`src/rtl/byte_strip_pkg.sv`:
```
// Shared definitions for the 4-lane byte striper and unstriper.
package byte_strip_pkg;

   localparam int unsigned LANES = 4;
   localparam int unsigned SYM_W = 8;

   // Framing / control symbol codes
   localparam logic [SYM_W-1:0] STP = 8'hFB;
   localparam logic [SYM_W-1:0] SDP = 8'h5C;
   localparam logic [SYM_W-1:0] END = 8'hFD;
   localparam logic [SYM_W-1:0] EDB = 8'hFE;
   localparam logic [SYM_W-1:0] COM = 8'hBC;
   localparam logic [SYM_W-1:0] SKP = 8'h1C;
   localparam logic [SYM_W-1:0] IDL = 8'h7C;

   // Framing error causes, lowest value has priority
   localparam logic [2:0] ERR_NONE       = 3'd0;
   localparam logic [2:0] ERR_START_LANE = 3'd1;
   localparam logic [2:0] ERR_END_LANE   = 3'd2;
   localparam logic [2:0] ERR_NESTED     = 3'd3;
   localparam logic [2:0] ERR_DATA_IDLE  = 3'd4;
   localparam logic [2:0] ERR_RESERVED   = 3'd5;

   typedef enum logic {ST_IDLE = 1'b0, ST_PKT = 1'b1} frame_state_t;

   // One striped word: sym[0]/dk[0] is lane0
   typedef struct packed {
      logic [LANES-1:0][SYM_W-1:0] sym;
      logic [LANES-1:0]            dk;
   } lane_word_t;

   function automatic logic is_start(input logic [SYM_W-1:0] s, input logic dk);
      return !dk && (s == STP || s == SDP);
   endfunction

   function automatic logic is_end(input logic [SYM_W-1:0] s, input logic dk);
      return !dk && (s == END || s == EDB);
   endfunction

   function automatic logic is_frame_code(input logic [SYM_W-1:0] s);
      return (s == STP) || (s == SDP) || (s == END) || (s == EDB);
   endfunction

endpackage

```
`src/rtl/byte_unstrip_if.sv`:
```
// Lane-word input and serial byte output bundle of the unstriper.
interface byte_unstrip_if #(parameter int unsigned BITS = 8) ();
   logic [BITS-1:0] LANE0, LANE1, LANE2, LANE3;
   logic            DK_0, DK_1, DK_2, DK_3;
   logic            VALID_IN;
   logic            READY_IN;
   logic [BITS-1:0] D;
   logic            DK;
   logic            VALID_OUT;
   logic            IN_PKT;
   logic            ERR;
   logic [2:0]      ERR_CODE;

   modport master (
      output LANE0, LANE1, LANE2, LANE3, DK_0, DK_1, DK_2, DK_3, VALID_IN,
      input  READY_IN, D, DK, VALID_OUT, IN_PKT, ERR, ERR_CODE
   );

   modport slave (
      input  LANE0, LANE1, LANE2, LANE3, DK_0, DK_1, DK_2, DK_3, VALID_IN,
      output READY_IN, D, DK, VALID_OUT, IN_PKT, ERR, ERR_CODE
   );
endinterface

```
`src/rtl/lane_word_fifo.sv`:
```
// Small register FIFO holding striped lane words awaiting serialisation.
module lane_word_fifo #(
   parameter int unsigned W     = 36,
   parameter int unsigned DEPTH = 2
) (
   input  logic                     clk,
   input  logic                     rst_n,
   input  logic                     i_push,
   input  logic [W-1:0]             i_data,
   input  logic                     i_pop,
   output logic [W-1:0]             o_head_c,
   output logic [$clog2(DEPTH):0]   o_count,
   output logic                     o_empty_c
);
   localparam int unsigned PW = $clog2(DEPTH);
   localparam int unsigned CW = $clog2(DEPTH) + 1;

   logic [W-1:0]  r_mem [DEPTH];
   logic [PW-1:0] r_wr, r_rd;
   logic [CW-1:0] r_count;
   logic          w_full, w_push, w_pop;

   assign w_full    = (r_count == CW'(DEPTH));
   assign o_empty_c = (r_count == '0);
   assign w_push    = i_push && !w_full;
   assign w_pop     = i_pop && !o_empty_c;
   assign o_head_c  = r_mem[r_rd];
   assign o_count   = r_count;

   function automatic logic [PW-1:0] ptr_inc(input logic [PW-1:0] p);
      return (p == PW'(DEPTH - 1)) ? '0 : p + PW'(1);
   endfunction

   // Pointers and occupancy
   always_ff @(posedge clk or negedge rst_n) begin
      if (!rst_n) begin
         r_wr    <= '0;
         r_rd    <= '0;
         r_count <= '0;
      end else begin
         if (w_push) r_wr <= ptr_inc(r_wr);
         if (w_pop)  r_rd <= ptr_inc(r_rd);
         case ({w_push, w_pop})
            2'b10:   r_count <= r_count + CW'(1);
            2'b01:   r_count <= r_count - CW'(1);
            default: r_count <= r_count;
         endcase
      end
   end

   // Storage
   always_ff @(posedge clk or negedge rst_n) begin
      if (!rst_n) begin
         for (int i = 0; i < int'(DEPTH); i++) r_mem[i] <= '0;
      end else if (w_push) begin
         r_mem[r_wr] <= i_data;
      end
   end
endmodule

```
`src/rtl/byte_unstrip.sv`:
```
// Re-serialises 4-lane symbol words into a byte stream and checks packet framing.
module byte_unstrip
   import byte_strip_pkg::*;
#(
   parameter int unsigned BITS  = 8,
   parameter int unsigned DEPTH = 2
) (
   input  logic          CLK,
   input  logic          RESET_L,
   byte_unstrip_if.slave bus
);
   localparam int unsigned W  = LANES * BITS + LANES;
   localparam int unsigned CW = $clog2(DEPTH) + 1;

   lane_word_t     w_in, w_head;
   logic [W-1:0]   w_head_raw;
   logic [CW-1:0]  w_count;
   logic           w_empty, w_push, w_pop;
   logic [1:0]     r_lane;
   logic [BITS-1:0] r_d;
   logic           r_dk, r_valid;
   frame_state_t   r_state, w_state_nxt, w_mid;
   logic [5:1]     w_hit;
   logic [2:0]     w_code;
   logic           r_err;
   logic [2:0]     r_err_code;

   assign w_in = {bus.LANE3, bus.LANE2, bus.LANE1, bus.LANE0,
                  bus.DK_3, bus.DK_2, bus.DK_1, bus.DK_0};

   assign bus.READY_IN = (w_count < CW'(DEPTH));
   assign w_push       = bus.VALID_IN && bus.READY_IN;
   assign w_pop        = !w_empty && (r_lane == 2'd3);
   assign w_head       = lane_word_t'(w_head_raw);

   lane_word_fifo #(.W(W), .DEPTH(DEPTH)) u_fifo (
      .clk       (CLK),
      .rst_n     (RESET_L),
      .i_push    (w_push),
      .i_data    (w_in),
      .i_pop     (w_pop),
      .o_head_c  (w_head_raw),
      .o_count   (w_count),
      .o_empty_c (w_empty)
   );

   // Serialiser: one lane of the head word per cycle, lane0 first
   always_ff @(posedge CLK or negedge RESET_L) begin
      if (!RESET_L) begin
         r_d     <= '0;
         r_dk    <= 1'b1;
         r_valid <= 1'b0;
         r_lane  <= '0;
      end else if (!w_empty) begin
         r_d     <= BITS'(w_head.sym[r_lane]);
         r_dk    <= w_head.dk[r_lane];
         r_valid <= 1'b1;
         r_lane  <= r_lane + 2'd1;
      end else begin
         r_valid <= 1'b0;
      end
   end

   // Framing state register
   always_ff @(posedge CLK or negedge RESET_L) begin
      if (!RESET_L) r_state <= ST_IDLE;
      else          r_state <= w_state_nxt;
   end

   // Framing next state and error detection on the word being accepted
   always_comb begin
      w_state_nxt = r_state;
      w_mid       = r_state;
      w_hit       = '0;
      w_code      = ERR_NONE;

      // lane0 may open a packet; lanes 1-3 are judged in the post-lane0 state
      if (is_start(w_in.sym[0], w_in.dk[0])) begin
         if (r_state == ST_PKT) w_hit[3] = 1'b1;
         else                   w_mid    = ST_PKT;
      end

      for (int k = 0; k < int'(LANES); k++) begin
         if (k > 0 && is_start(w_in.sym[k], w_in.dk[k]))                w_hit[1] = 1'b1;
         if (k < int'(LANES) - 1 && is_end(w_in.sym[k], w_in.dk[k]))    w_hit[2] = 1'b1;
         if (w_in.dk[k] && (((k == 0) ? r_state : w_mid) == ST_IDLE))  w_hit[4] = 1'b1;
         if (w_in.dk[k] && is_frame_code(w_in.sym[k]))                 w_hit[5] = 1'b1;
      end

      for (int c = 5; c >= 1; c--) begin
         if (w_hit[c]) w_code = 3'(c);
      end

      if (w_push) begin
         w_state_nxt = w_mid;
         if (w_mid == ST_PKT && is_end(w_in.sym[LANES-1], w_in.dk[LANES-1]))
            w_state_nxt = ST_IDLE;
      end
   end

   // One-cycle error pulse following an accepted faulty word
   always_ff @(posedge CLK or negedge RESET_L) begin
      if (!RESET_L) begin
         r_err      <= 1'b0;
         r_err_code <= ERR_NONE;
      end else begin
         r_err      <= w_push && (w_code != ERR_NONE);
         r_err_code <= w_push ? w_code : ERR_NONE;
      end
   end

   assign bus.D         = r_d;
   assign bus.DK        = r_dk;
   assign bus.VALID_OUT = r_valid;
   assign bus.IN_PKT    = (r_state == ST_PKT);
   assign bus.ERR       = r_err;
   assign bus.ERR_CODE  = r_err_code;
endmodule
```
`src/flat_wrapper.sv`:
```
// flat-port wrapper written by rule: the top's interface ports become plain ports
module byte_unstrip_flat import byte_strip_pkg::*;
#(
   parameter int unsigned BITS  = 8,
   parameter int unsigned DEPTH = 2
)
  (CLK, RESET_L, bus_LANE0, bus_LANE1, bus_LANE2, bus_LANE3, bus_DK_0, bus_DK_1, bus_DK_2, bus_DK_3, bus_VALID_IN, bus_READY_IN, bus_D, bus_DK, bus_VALID_OUT, bus_IN_PKT, bus_ERR, bus_ERR_CODE);
  byte_unstrip_if #(.BITS(BITS)) bus_i ();
  input  logic CLK;
  input  logic RESET_L;
  input wire logic [$bits(bus_i.LANE0)-1:0] bus_LANE0;
  input wire logic [$bits(bus_i.LANE1)-1:0] bus_LANE1;
  input wire logic [$bits(bus_i.LANE2)-1:0] bus_LANE2;
  input wire logic [$bits(bus_i.LANE3)-1:0] bus_LANE3;
  input wire logic [$bits(bus_i.DK_0)-1:0] bus_DK_0;
  input wire logic [$bits(bus_i.DK_1)-1:0] bus_DK_1;
  input wire logic [$bits(bus_i.DK_2)-1:0] bus_DK_2;
  input wire logic [$bits(bus_i.DK_3)-1:0] bus_DK_3;
  input wire logic [$bits(bus_i.VALID_IN)-1:0] bus_VALID_IN;
  output wire logic [$bits(bus_i.READY_IN)-1:0] bus_READY_IN;
  output wire logic [$bits(bus_i.D)-1:0] bus_D;
  output wire logic [$bits(bus_i.DK)-1:0] bus_DK;
  output wire logic [$bits(bus_i.VALID_OUT)-1:0] bus_VALID_OUT;
  output wire logic [$bits(bus_i.IN_PKT)-1:0] bus_IN_PKT;
  output wire logic [$bits(bus_i.ERR)-1:0] bus_ERR;
  output wire logic [$bits(bus_i.ERR_CODE)-1:0] bus_ERR_CODE;
  assign bus_i.LANE0 = bus_LANE0;
  assign bus_i.LANE1 = bus_LANE1;
  assign bus_i.LANE2 = bus_LANE2;
  assign bus_i.LANE3 = bus_LANE3;
  assign bus_i.DK_0 = bus_DK_0;
  assign bus_i.DK_1 = bus_DK_1;
  assign bus_i.DK_2 = bus_DK_2;
  assign bus_i.DK_3 = bus_DK_3;
  assign bus_i.VALID_IN = bus_VALID_IN;
  assign bus_READY_IN = bus_i.READY_IN;
  assign bus_D = bus_i.D;
  assign bus_DK = bus_i.DK;
  assign bus_VALID_OUT = bus_i.VALID_OUT;
  assign bus_IN_PKT = bus_i.IN_PKT;
  assign bus_ERR = bus_i.ERR;
  assign bus_ERR_CODE = bus_i.ERR_CODE;
  byte_unstrip #(.BITS(BITS), .DEPTH(DEPTH)) u_core (.CLK(CLK), .RESET_L(RESET_L), .bus(bus_i));
endmodule
```
`config.mk`:
```
export PLATFORM = sky130hd
export DESIGN_NAME = byte_unstrip_flat
export DESIGN_NICKNAME = d
export VERILOG_FILES = /design/src/rtl/byte_strip_pkg.sv /design/src/rtl/byte_unstrip_if.sv /design/src/rtl/lane_word_fifo.sv /design/src/rtl/byte_unstrip.sv /design/src/flat_wrapper.sv
export SDC_FILE = /design/constraint.sdc
export NUM_CORES = 1
export LEC_CHECK = 0
export CAP_MARGIN = 30
export CELL_PAD_IN_SITES_DETAIL_PLACEMENT = 1
export CELL_PAD_IN_SITES_GLOBAL_PLACEMENT = 1
export CORE_UTILIZATION = 35
export DETAILED_ROUTE_END_ITERATION = 10
export PLACE_DENSITY_LB_ADDON = 0.2
export SLEW_MARGIN = 20
export SYNTH_ARGS = -nofsm -noshare
export SYNTH_HDL_FRONTEND = slang
export SYNTH_SLANG_ARGS = --single-unit
```
`constraint.sdc`:
```
create_clock -name CLK -period 2.14 [get_ports CLK]
set_input_delay 0.214 -clock CLK [delete_from_list [all_inputs] [get_ports CLK]]
set_output_delay 0.214 -clock CLK [all_outputs]
set_load 0.005 [all_outputs]
```
==> results.json, run 1 <==
{
  "rsz0062_at_grt": "false",
  "worst_path_max_delay_cell": "clkdlybuf4s50_1",
  "postSynth.asyncResetShare_pct": 100,
  "hp-class": "in -> async",
  "wl_per_cell_um": 19.5,
  "maxCapViolations": 0,
  "synthMostInstantiatedCell": "dfrtp_1",
  "multi_input_area_um2": 2050,
  "reg2reg_to": "u_core.bus.D[5]$_DFFE_PN0P_",
  "cts_sinks": 93,
  "synth_flop_cell": "dfrtp_1",
  "drive_gt1_share_pct": 36.8,
  "yosysUniqueCellTypes": 54,
  "synth_common_cells": "92 x dfrtp_1, 69 x mux2_2, 18 x mux4_2",
  "wl_um": 11200,
  "crit_chain": "clkdlybuf4s50_1 -> nor4_4 -> nand2_1 -> a221oi_2 -> nor4_2 -> a2111oi_4",
  "synth_edf_count": 0,
  "antenna_found_initial": 0,
  "fp.dieH_um": 115,
  "cts_tree": "done",
  "p_clk_share_pct": 19.3,
  "io_pins": 55,
  "io_buffers": 54,
  "ctsResizeCount": 0,
  "crit_arrival_ns": 2.10,
  "layout_min_cycle_time_ns": 1.87,
  "slew_violations": 0,
  "rows": 40,
  "grt_pass1_wl_um": 18600,
  "start_util_pct": 36.5,
  "fin_ws_ns": 0.275,
  "areaGrowthSynthToFinish_pct": 28.0,
  "slowest_delay_ns": 0.54,
  "slew_headroom_pct": 65.6,
  "fmax_mhz": 536,
  "tns_ns": 0,
  "nNetsFinal": 445,
  "synth_area_um2": 4480,
  "cp.required_ns": 2.37,
  "die_x_um": 115,
  "clockBufferDepth": 2,
  "syn_nets": 363,
  "core_area_um2": 12300,
  "peakVddDrop_v": 0.000517,
  "startpoint_type": "primary input",
  "synthCells": 322,
  "p_sw_share_pct": 31.0,
  "final-setup-viol-count": 0,
  "reg2reg_slack_ns": 0.39,
  "antenna_cells": 0,
  "place_hpwl_um": 8170,
  "clock_latency_ns": 0.35,
  "drc": 0,
  "synth_seq_cells": 93,
  "finalHoldViolations": 0,
  "tightestPinTransition_ns": 0.512,
  "yosys.area.top_type": "dfrtp_1",
  "crit_path_end_kind": "flip-flop",
  "reg2regPathDepth": 4,
  "yosys_warnings": 0,
  "power_frac_seq_pct": 39.0,
  "grt_start_max_net_pins": 62,
  "p_int_w": 0.00549,
  "synth_top_area_share_pct": 51.4,
  "p_per_area_nw_per_um2": 1390,
  "grt_pass1_vias": 3269,
  "synth_area_leaders": "dfrtp_1 51%, mux2_2 17%, mux4_2 9.1%, mux2i_1 2.2%, xnor2_1 1.4%",
  "comb_power_share_pct": 41.7,
  "dp_slack_ns": -0.0921,
  "leakage_nw": 2.35,
  "regArea_um2": 2330,
  "gp_congestion": 0.757,
  "nFillCells": 1267,
  "dr.first_iter.drc_count": 117,
  "finClkSkew_ns": 0.00387,
  "ctsHtreeMaxLevel": 3,
  "synth_seq_area_share_pct": 52.0,
  "cts_root_buffer": "clkbuf_16",
  "vias": 2960,
  "rr_startpoint": "u_core.u_fifo.r_rd$_DFFE_PN0P_",
  "grt_usage_pct": 19.4,
  "final_util_pct": 46.8,
  "cts_buffers": 9,
  "p_sw_w": 0.00247,
  "clkTransAtPathRegs_ns": 0.06,
  "grt_overflow": 0,
  "final_design_area_no_fill_um2": 5730,
  "place_area_um2": 5440,
  "die-area_um2": 13300,
  "syn_avg_cell_area_um2": 13.9,
  "min_period_over_period_pct": 87.2,
  "drt_first_pass_iters": 4,
  "drtAntennaViolNets": 0,
  "via_per_inst": 5.14,
  "critPathMaxFanout": 5,
  "status": "completed",
  "worstSetupPathType": "in -> reg"
}
==> area by class of cell <==
type / count / share of cell area, %
multi-input cells: 207 / 35.8
flip-flops and latches: 93 / 40.6
inverters: 6 / 0.393
repair buffers: 87 / 14.6
clock inverters: 6 / 0.960
clock buffers: 9 / 3.93
well taps: 168 / 3.67
==> flip-flops by register name (all words and copies together) (netlist names), 2 cells and up <==
register               flops
u_core.u_fifo.r_mem       72
u_core.bus.D               8
u_core.bus.ERR_CODE        3
u_core.r_lane              2
u_core.u_fifo.o_count      2
==> power by group through the flow <==
stage	sequential, W	combinational [W]	clock (W)
after floorplan	0.00298	0.00226	0
after CTS	0.00311	0.00340	0.00159
after detailed placement	0.00314	0.00338	0
final	0.00310	0.00332	0.00154
after global routing	0.00322	0.00362	0.00168
after global placement	0.00309	0.00331	0
==> critical path, delay by kind of cell <==
kind / cells / cell delay [ns]
buffers and inverters: 1 / 0.54
AOI/OAI and AO/OA: 2 / 0.73
and+or+nand+nor: 3 / 0.61
==> metal layers <==
metal,part of all wire [%],track usage (%)
met2,49,31.4
met5,0,0
met1,47,26.1
met4,0.90,4.42
met3,3.4,5.01
==> per-stage QoR <==
step / cells / total power [W] / hold slack (ns)
finish: 576 / 0.00796 / 0.356
global route: 576 / 0.00852 / 0.389
CTS: 576 / 0.00810 / 0.370
detailed placement: 560 / 0.00652 / 0.199
global placement: 560 / 0.00639 / 0.197
floorplan: 322 / 0.00524 / -0.0816
==> kinds of logic after synthesis <==
| logic type | synth area share, % |
|---|---|
| muxes | 28.6 |
| DFF | 52.0 |
| and+or+nand+nor | 8.41 |
| AOI/OAI and AO/OA | 5.98 |
| buffers and inverters | 2.26 |
| xor gates and xnor gates | 2.15 |
| adders and majority gates | 0.559 |
==> how the worst max path moves through the flow <==
stage                                               startpoint                                  end  depth (start not counted)
after global routing                              bus_LANE0[7]     u_core.bus.ERR_CODE[1]$_DFF_PN0_                          7
after floorplan           u_core.u_fifo.o_count[1]$_DFFE_PN0P_  u_core.u_fifo.r_mem[41]$_DFFE_PN0P_                          5
after detailed placement                          bus_LANE0[0]     u_core.bus.ERR_CODE[2]$_DFF_PN0_                          6
final                                             bus_LANE0[0]     u_core.bus.ERR_CODE[2]$_DFF_PN0_                          6
after CTS                                         bus_LANE0[0]     u_core.bus.ERR_CODE[2]$_DFF_PN0_                          6
after global placement                            bus_LANE0[0]     u_core.bus.ERR_CODE[2]$_DFF_PN0_                          6
==> layout by cell type (no fill, tap or decap), types with 2 or more instances in the layout <==
cell             count
nor2_1              15
a21oi_1             12
clkinv_2             5
mux2i_1             10
nor2b_1              2
nand4b_1             3
nor4b_1              2
nor3_1               6
nand4_1              4
nor4_1               3
xnor2_1              7
mux4_2              18
buf_12               4
xor2_1               4
nand2b_1             3
mux2_2              69
o21ai_0              4
nand3_1              2
dfrtp_1             92
ha_1                 2
o21a_1               2
inv_1                5
clkbuf_16            9
o22ai_1              2
clkdlybuf4s50_1     53
nand2_1             11
buf_4               29
==> what timing repair did <==
| item | CTS | global route |
|---|---|---|
| buffers inserted | 0 | 0 |
| hold buffers | 1 | 0 |
| endpoints found under the hold margin | 32 | 0 |
Power figures use the tool's default switching activity.
==> run 2, diff against run 1 <==
--- a/config.mk
+++ b/config.mk
@@ -8,9 +8,9 @@
 export CAP_MARGIN = 30
 export CELL_PAD_IN_SITES_DETAIL_PLACEMENT = 1
 export CELL_PAD_IN_SITES_GLOBAL_PLACEMENT = 1
-export CORE_UTILIZATION = 35
+export CORE_UTILIZATION = 45
 export DETAILED_ROUTE_END_ITERATION = 10
-export PLACE_DENSITY_LB_ADDON = 0.2
+export PLACE_DENSITY_LB_ADDON = 0.1
 export SLEW_MARGIN = 20
 export SYNTH_ARGS = -nofsm -noshare
 export SYNTH_HDL_FRONTEND = slang
==> results.json, run 2 (synthesis results as in run 1) <==
{
  "status": "completed",
  "grt_usage_pct": 23.8,
  "rsz0062_at_grt": "false",
  "p_int_w": 0.00536,
  "p_clk_share_pct": 17.8,
  "p_sw_share_pct": 31.3,
  "reg2reg_slack_ns": 0.43,
  "rr_startpoint": "u_core.u_fifo.r_rd$_DFFE_PN0P_",
  "reg2reg_to": "u_core.bus.D[4]$_DFFE_PN0P_",
  "nNetsFinal": 438,
  "final_util_pct": 57.6,
  "p_sw_w": 0.00244,
  "finalHoldViolations": 0,
  "crit_arrival_ns": 2.09,
  "tightestPinTransition_ns": 0.555,
  "leakage_nw": 2.29,
  "drt_first_pass_iters": 4,
  "largest_reg_flops": 72,
  "final-setup-viol-count": 0,
  "worstSetupPathType": "in -> reg",
  "cts_root_buffer": "clkbuf_8",
  "startpoint_type": "primary input",
  "clkTransAtPathRegs_ns": 0.09,
  "drive_gt1_share_pct": 35.8,
  "io_buffers": 54,
  "areaGrowthSynthToFinish_pct": 25.1,
  "grt_pass1_wl_um": 17800,
  "final_common_cell": "dfrtp_1",
  "mostFrequentLayoutCells": "92 x dfrtp_1, 69 x mux2_2, 53 x clkdlybuf4s50_1",
  "io_pins": 55,
  "layout_min_cycle_time_ns": 1.85,
  "cp.required_ns": 2.38,
  "cts_buffers": 9,
  "crit_path_end_kind": "flip-flop",
  "tns_ns": 0,
  "nFillCells": 997,
  "min_period_over_period_pct": 86.4,
  "place_area_um2": 5350,
  "antenna_cells": 0,
  "power_w": 0.00780,
  "antenna_found_initial": 0,
  "core_area_um2": 9730,
  "peakVddDrop_v": 0.000676,
  "maxCapViolations": 0,
  "clock_latency_ns": 0.37,
  "grt_start_max_net_pins": 43,
  "dr.first_iter.drc_count": 87,
  "cts_sinks": 93,
  "drtAntennaViolNets": 0,
  "drc": 0,
  "gp_congestion": 0.806,
  "ctsHtreeMaxLevel": 3,
  "wl_um": 10900,
  "power_frac_seq_pct": 40.1,
  "fmax_mhz": 541,
  "hp-class": "in -> async",
  "via_per_inst": 5.52,
  "comb_power_share_pct": 42.2,
  "die-area_um2": 10400,
  "finClkSkew_ns": 0.00732,
  "slew_violations": 0,
  "critPathMaxFanout": 4,
  "rows": 36,
  "start_util_pct": 46.0,
  "fp.dieH_um": 102,
  "max_flop_register": "u_core.u_fifo.r_mem",
  "final_design_area_no_fill_um2": 5600,
  "grt_overflow": 0,
  "p_per_area_nw_per_um2": 1390,
  "reg2regPathDepth": 4,
  "grt_pass1_vias": 3245,
  "place_hpwl_um": 7940,
  "slew_headroom_pct": 63.0,
  "vias": 2953,
  "clockBufferDepth": 2,
  "die_x_um": 102,
  "wl_per_cell_um": 20.4,
  "cts_tree": "done"
}
run 2: layer usage:
layer | global-route usage (%) | vias up | routed length, µm
li1 | - | 1346 | -
met1 | 31.6 | 1549 | 4850
met2 | 39.6 | 46 | 5590
met3 | 4.76 | 12 | 309
met4 | 6.80 | 0 | 159
met5 | 0 | - | 0
run 2: worst max-delay path by stage:
stage,from,endpoint,slack (ns)
after detailed placement,bus_LANE1[1],u_core.bus.ERR_CODE[0]$_DFF_PN0_,-0.14
after global placement,bus_LANE1[0],u_core.bus.ERR_CODE[0]$_DFF_PN0_,-0.14
after global routing,bus_LANE1[1],u_core.bus.ERR_CODE[0]$_DFF_PN0_,0.21
after floorplan,u_core.u_fifo.o_count[1]$_DFFE_PN0P_,u_core.u_fifo.r_mem[41]$_DFFE_PN0P_,0.44
final,bus_LANE1[1],u_core.bus.ERR_CODE[0]$_DFF_PN0_,0.29
after CTS,bus_LANE1[1],u_core.bus.ERR_CODE[0]$_DFF_PN0_,0.25
run 2: what timing repair did:
| action | 4_1_cts | 5_1_grt |
|---|---|---|
| buffers inserted | 0 | 0 |
| hold buffers | 1 | 0 |
| hold endpoints to repair | 40 | 0 |
| gates resized for setup | 0 | 0 |
run 2: per-stage QoR:
stage	setup WS [ns]	hold WS (ns)	instances
6_report	0.290	0.378	535
5_1_grt	0.215	0.422	535
4_1_cts	0.251	0.393	535
3_5_place_dp	-0.139	0.241	518
3_3_place_gp	-0.144	0.238	518
2_1_floorplan	0.442	-0.0816	322
run 2: cell type report:
cell class                 instances  area [µm²]  area share [%]
clock buffer                      13         179            3.19
clock inverter                     3        65.1            1.16
inverter                           6        22.5           0.402
multi-input combinational        207        2050            36.7
sequential                        93        2330            41.6
tap                              133         166            2.97
timing repair buffer              80         786            14.0
run 2: critical path, cell delays in order:
cell,delay (ns)
clkdlybuf4s50_1,0.47
or4_4,0.58
o22ai_1,0.23
o2bb2ai_2,0.15
nor2_1,0.09
a221oi_1,0.36
run 2: power by group through the flow:
| stage | combinational [W] | clock [W] | sequential [W] |
|---|---|---|---|
| final | 0.00329 | 0.00139 | 0.00313 |
| after global routing | 0.00360 | 0.00149 | 0.00323 |
| after CTS | 0.00336 | 0.00143 | 0.00313 |
| after detailed placement | 0.00333 | 0 | 0.00316 |
| after global placement | 0.00324 | 0 | 0.00309 |
| after floorplan | 0.00226 | 0 | 0.00298 |
==> RTL change 1, RTL diff (flow settings as in run 1) <==
`DEPTH` is set to 2 in 3 places; all go to 4.
--- a/src/rtl/lane_word_fifo.sv
+++ b/src/rtl/lane_word_fifo.sv
@@ -3,3 +3,3 @@
    parameter int unsigned W     = 36,
-   parameter int unsigned DEPTH = 2
+   parameter int unsigned DEPTH = 4
 ) (
--- a/src/rtl/byte_unstrip.sv
+++ b/src/rtl/byte_unstrip.sv
@@ -5,3 +5,3 @@
    parameter int unsigned BITS  = 8,
-   parameter int unsigned DEPTH = 2
+   parameter int unsigned DEPTH = 4
 ) (
--- a/src/flat_wrapper.sv
+++ b/src/flat_wrapper.sv
@@ -4,3 +4,3 @@
    parameter int unsigned BITS  = 8,
-   parameter int unsigned DEPTH = 2
+   parameter int unsigned DEPTH = 4
 )
Behaviour: not the same (a bounded check fails within 4 cycles, from zero or initial values and one cycle with RESET_L low).
==> RTL change 1 against run 1 <==
  * Non-clock buffer count is 41 higher
  * Cell area is 74% higher
  * Via count is 67% higher
  * Setup slack worse by 0.25 ns
  * First-iteration DRC count is 50% higher
  * Largest power group unchanged
  * Total power is 88% higher
  * Synthesized area is 76% higher
  * Highest routed layer unchanged
  * Cell count is 62% higher
  * The run now ends with DRC left
  * Sequential cell count is 75 higher
  * Wire length is 88% higher
  * Clock skew is 0.0034 ns higher
  * Clock power is 100% higher
  * Combinational power is 89% higher
  * Utilization is 1.4 points lower
==> RTL change 1: results (changes against run 1) <==
synth:
  ys_top_cells_by_area: "dfrtp_1 53%, mux2_2 19%, mux4_2 11%"  # was dfrtp_1 51%, mux2_2 17%, mux4_2 9.1%
  ys_types: 46  # was 54
  yosysWarnings: 0  # unchanged
  avgSynthCellArea_um2: 15.0  # was 13.9 um^2
  synth_common_cells: "167 x dfrtp_1, 130 x mux2_2, 37 x mux4_2"  # was 92 x dfrtp_1, 69 x mux2_2, 18 x mux4_2
  synthesis.nets: 573  # was 363
  ys_seq_area_share_pct: 53.3  # was 52.0%
placement:
  place_ws_ns: -0.171  # was -0.0921 ns
  dp_hpwl_um: 14400  # was 8170 um
  gp_congestion: 0.779  # was 0.757
  dpl_cell_area_um2: 9260  # was 5440 um^2
  dpl.cell_count: 898  # was 560
cells_and_area:
  drive_above_1_share_pct: 44.6  # was 36.8%
  nNetsFinal: 688  # was 445
  nFillCells: 2161  # was 1,267
  fin_area_um2: 9950  # was 5730 um^2
  largest_register_ffs: 144  # was 72
  regMostFlops: "u_core.u_fifo.r_mem"  # unchanged
  antenna_cells: 0  # unchanged
critical_path:
  cp_top_family: "multiplexers"  # was compound AO/OA/AOI/OAI gates
  slowest_stage: "mux4_1"  # was clkdlybuf4s50_1
  max_stage_delay_ns: 0.58  # was 0.54 ns
  reg2reg_depth: 5  # was 4
  worst_ep_arrival_time_ns: 2.43  # was 2.10 ns
  crit_fanout: 7  # was 5
status:
  violations: "DRC"
  status: "finished, violations left"  # was completed
route:
  wl_per_cell_um: 22.5  # was 19.5 um
  drt_wl_total_um: 21000  # was 11,200 um
  via_count: 4945  # was 2,960
  drt_pass1_iterations: 10  # was 4
  post-route-drc-count: 2  # was 0
  drt_iter0_markers: 175  # was 117
cts:
  cts_buffers: 17  # was 9
  clk_latency_ns: 0.43  # was 0.35 ns
  cts-resized-gates: 1  # was 0
  htreeDepth: 4  # was 3
power:
  p_int_mw: 10.4  # was 5.49 mW
  p_comb_mw: 6.28  # was 3.32 mW
  clkPwrFrac_pct: 21.0  # was 19.3%
  peakVddDrop_mv: 0.586  # was 0.517 mV
  comb_power_share_pct: 41.8  # was 41.7%
  p_leak_nw: 4.27  # was 2.35 nW
timing:
  fin_skew_ns: 0.00727  # was 0.00387 ns
  tightest_slew_ns: 0.609  # was 0.512 ns
global_routing:
  track_usage_pct: 19.4  # about the same
  grt-ovfl-total: 0  # unchanged
  grt_pass1_wl_um: 33300  # was 18,600 um
  grt_max_degree: 68  # was 62
  grt_pass1_vias: 5664  # was 3,269
  grt_antenna_before_repair: 0  # unchanged
RTL change 1: cell types whose count changed in the layout (fill, tap and decap cells not counted), moves of 10 or more:
cell,run 1,this run
buf_4,29,60
mux4_2,18,39
dfrtp_1,92,166
mux2_2,69,130
nand2_1,11,26
o21ai_0,4,19
clkbuf_16,9,19
RTL change 1: cell families (layout without fill, tap and decap cells):
group / after synthesis / in the layout / synth area share [%]
AO/OA/AOI/OAI: 40 / 40 / 3.22
multiplexers: 185 / 185 / 33.7
AND/OR/NAND/NOR: 71 / 71 / 4.71
adder cells (fa/ha/maj): 8 / 8 / 1.37
flip-flops: 168 / 168 / 53.3
buffers and inverters: 45 / 173 / 2.70
XOR/XNOR: 9 / 9 / 1.00
RTL change 1: path summary, 6_finish.rpt:
path / end / from / slack [ns]
setup / recovery: u_core.bus.D[4] / u_core.u_fifo.r_rd[0] / 0.02
hold / removal: u_core.u_fifo.r_mem[82] / RESET_L / 0.30
setup reg to reg: u_core.bus.D[4] / u_core.u_fifo.r_rd[0] / 0.02
hold reg to reg: u_core.u_fifo.r_mem[37] / u_core.u_fifo.r_mem[37] / 0.48
max in group asynchronous: u_core.bus.D[6] / RESET_L / 1.10
min in group CLK: u_core.bus.IN_PKT / bus_LANE3[2] / 0.48
RTL change 1: cell type report:
cell class                      instances  area share, %
Sequential cell                       168           42.3
Timing Repair Buffer                  128           12.7
Clock buffer                           20           4.69
Inverter                               13          0.490
Tap cell                              280           3.52
Multi-Input combinational cell        313           34.9
Clock inverter                         12           1.40
RTL change 1: routing by layer:
layer / GRT usage, % / share of wire [%] / vias up
met1: 24.0 / 44 / 2657
met5: 0 / 0 / -
li1: - / - / 2200
met3: 4.48 / 2.7 / 21
met2: 33.6 / 52 / 67
met4: 5.88 / 1.8 / 0
==> RTL change 2, RTL diff (config.mk and constraints of run 1) <==
Made on the original files. Reset style: synchronous (`RESET_L` and `rst_n`), changed in 5 clocked blocks.
--- a/src/rtl/lane_word_fifo.sv
+++ b/src/rtl/lane_word_fifo.sv
@@ -34,3 +34,3 @@
    // Pointers and occupancy
-   always_ff @(posedge clk or negedge rst_n) begin
+   always_ff @(posedge clk) begin
       if (!rst_n) begin
@@ -51,3 +51,3 @@
    // Storage
-   always_ff @(posedge clk or negedge rst_n) begin
+   always_ff @(posedge clk) begin
       if (!rst_n) begin
--- a/src/rtl/byte_unstrip.sv
+++ b/src/rtl/byte_unstrip.sv
@@ -47,3 +47,3 @@
    // Serialiser: one lane of the head word per cycle, lane0 first
-   always_ff @(posedge CLK or negedge RESET_L) begin
+   always_ff @(posedge CLK) begin
       if (!RESET_L) begin
@@ -64,3 +64,3 @@
    // Framing state register
-   always_ff @(posedge CLK or negedge RESET_L) begin
+   always_ff @(posedge CLK) begin
       if (!RESET_L) r_state <= ST_IDLE;
@@ -101,3 +101,3 @@
    // One-cycle error pulse following an accepted faulty word
-   always_ff @(posedge CLK or negedge RESET_L) begin
+   always_ff @(posedge CLK) begin
       if (!RESET_L) begin
Formal check against the unedited RTL: differs if RESET_L is asserted again (counterexample within 4 cycles, from zero or initial values and one cycle with RESET_L low); with RESET_L held inactive, the same outputs for 10 cycles.
==> RTL change 2 against run 1 <==
  * Synthesized area shrank 0.53%
  * Setup slack improved by 0.073 ns
  * Wire length down 3.2%
  * Cell area fell by 0.61%
  * Die area decreased by 0.52%
  * Global-route usage down 1.4 points
  * Sequential cell count up 1
  * Via count down 1.1%
  * Cell count increased by 0.52%
  * Critical path type unchanged
  * Critical endpoint is now u_core.bus.ERR
  * Highest routed layer unchanged
Power is not compared: it rests on default switching activity, and its combinational part moved more than twofold at a synthesized area within 25%.
==> RTL change 2: results (changes against run 1) <==
placement:
  gp_congestion: 0.776  # was 0.757
  dp_hpwl_um: 7610  # was 8170 um
cells_and_area:
  nFillCells: 1304  # was 1,267
  clk_share_pct: 5.95  # was 4.89%
  final_cells: 579  # was 576
  buffers: 80  # was 87
  nNetsFinal: 447  # was 445
  ff_latch_area_um2: 2600  # was 2330 um^2
  buffer_area_share_pct: 13.6  # was 14.6%
  multi_input_area_share_pct: 30.7  # was 35.8%
  n_clock_buffer: 10  # was 9
status:
  status: "completed"  # unchanged
critical_path:
  cp-endpoint: "u_core.bus.ERR"  # was u_core.bus.ERR_CODE[2]
  timing.rr.start: "u_core.u_fifo.o_count[0]"  # was u_core.u_fifo.r_rd
  worst_ep_arrival_time_ns: 2.01  # was 2.10 ns
synth:
  ys_types: 48  # was 54
  ys_top_cells_by_area: "edfxtp_1 49%, and2_1 10%, dfxtp_1 9.9%"  # was dfrtp_1 51%, mux2_2 17%, mux4_2 9.1%
  synthesis.nets: 375  # was 363
  synth_common_cells: "72 x edfxtp_1, 71 x and2_1, 22 x dfxtp_1"  # was 92 x dfrtp_1, 69 x mux2_2, 18 x mux4_2
timing:
  whs_ns: 0.482  # was 0.356 ns
  slew_headroom_pct: 46.3  # was 65.6%
  max_freq_ghz: 0.558  # was 0.536 GHz
route:
  wl_met3_um: 401  # was 382 um
  met1Wirelength_um: 4920  # was 5240 um
  via_count: 2927  # was 2,960
global_routing:
  grt_max_degree: 37  # was 62
  gr-usage-met2_pct: 30.2  # was 31.4%
  grt_pass1_vias: 2993  # was 3,269
  track_usage_pct: 17.9  # was 19.4%
  use_met3_pct: 4.43  # was 5.01%
worst_hold_path:
  min_path_type: "flip-flop to flip-flop"  # was input port to async pin
RTL change 2: cell count changes after synthesis, moves of 7 or more:
cell,delta
edfxtp_1,+72
o211a_1,+7
mux2_2,-69
dfrtp_1,-92
nor2_1,-8
a21oi_1,-9
and2_1,+70
dfxtp_1,+22
RTL change 2: critical path, cell delays in order:
cell and delay, ns:
clkdlybuf4s50_1 0.52, or4_4 0.54, a2bb2oi_2 0.16, nor2_2 0.13
or3_1 0.15, nor2b_2 0.18, a31oi_1 0.11
RTL change 2: kinds of logic (layout without fill, tap and decap cells):
group	Yosys count	count (layout)	synth area share [%]
mux	28	28	11.3
simple gates	142	142	19.2
flops	94	94	58.4
buf+inv	25	102	2.36
compound gates	34	34	6.35
fa+ha+maj	2	2	0.562
xor+xnor	9	9	1.77
RTL change 2: where the power goes:
group | internal [mW] | switching (mW) | leakage, nW
combinational | 0.407 | 0.382 | 1.03
clock | 1.14 | 0.681 | 0.159
sequential | 2.17 | 0.0750 | 0.947
total | 3.72 | 1.14 | 2.14
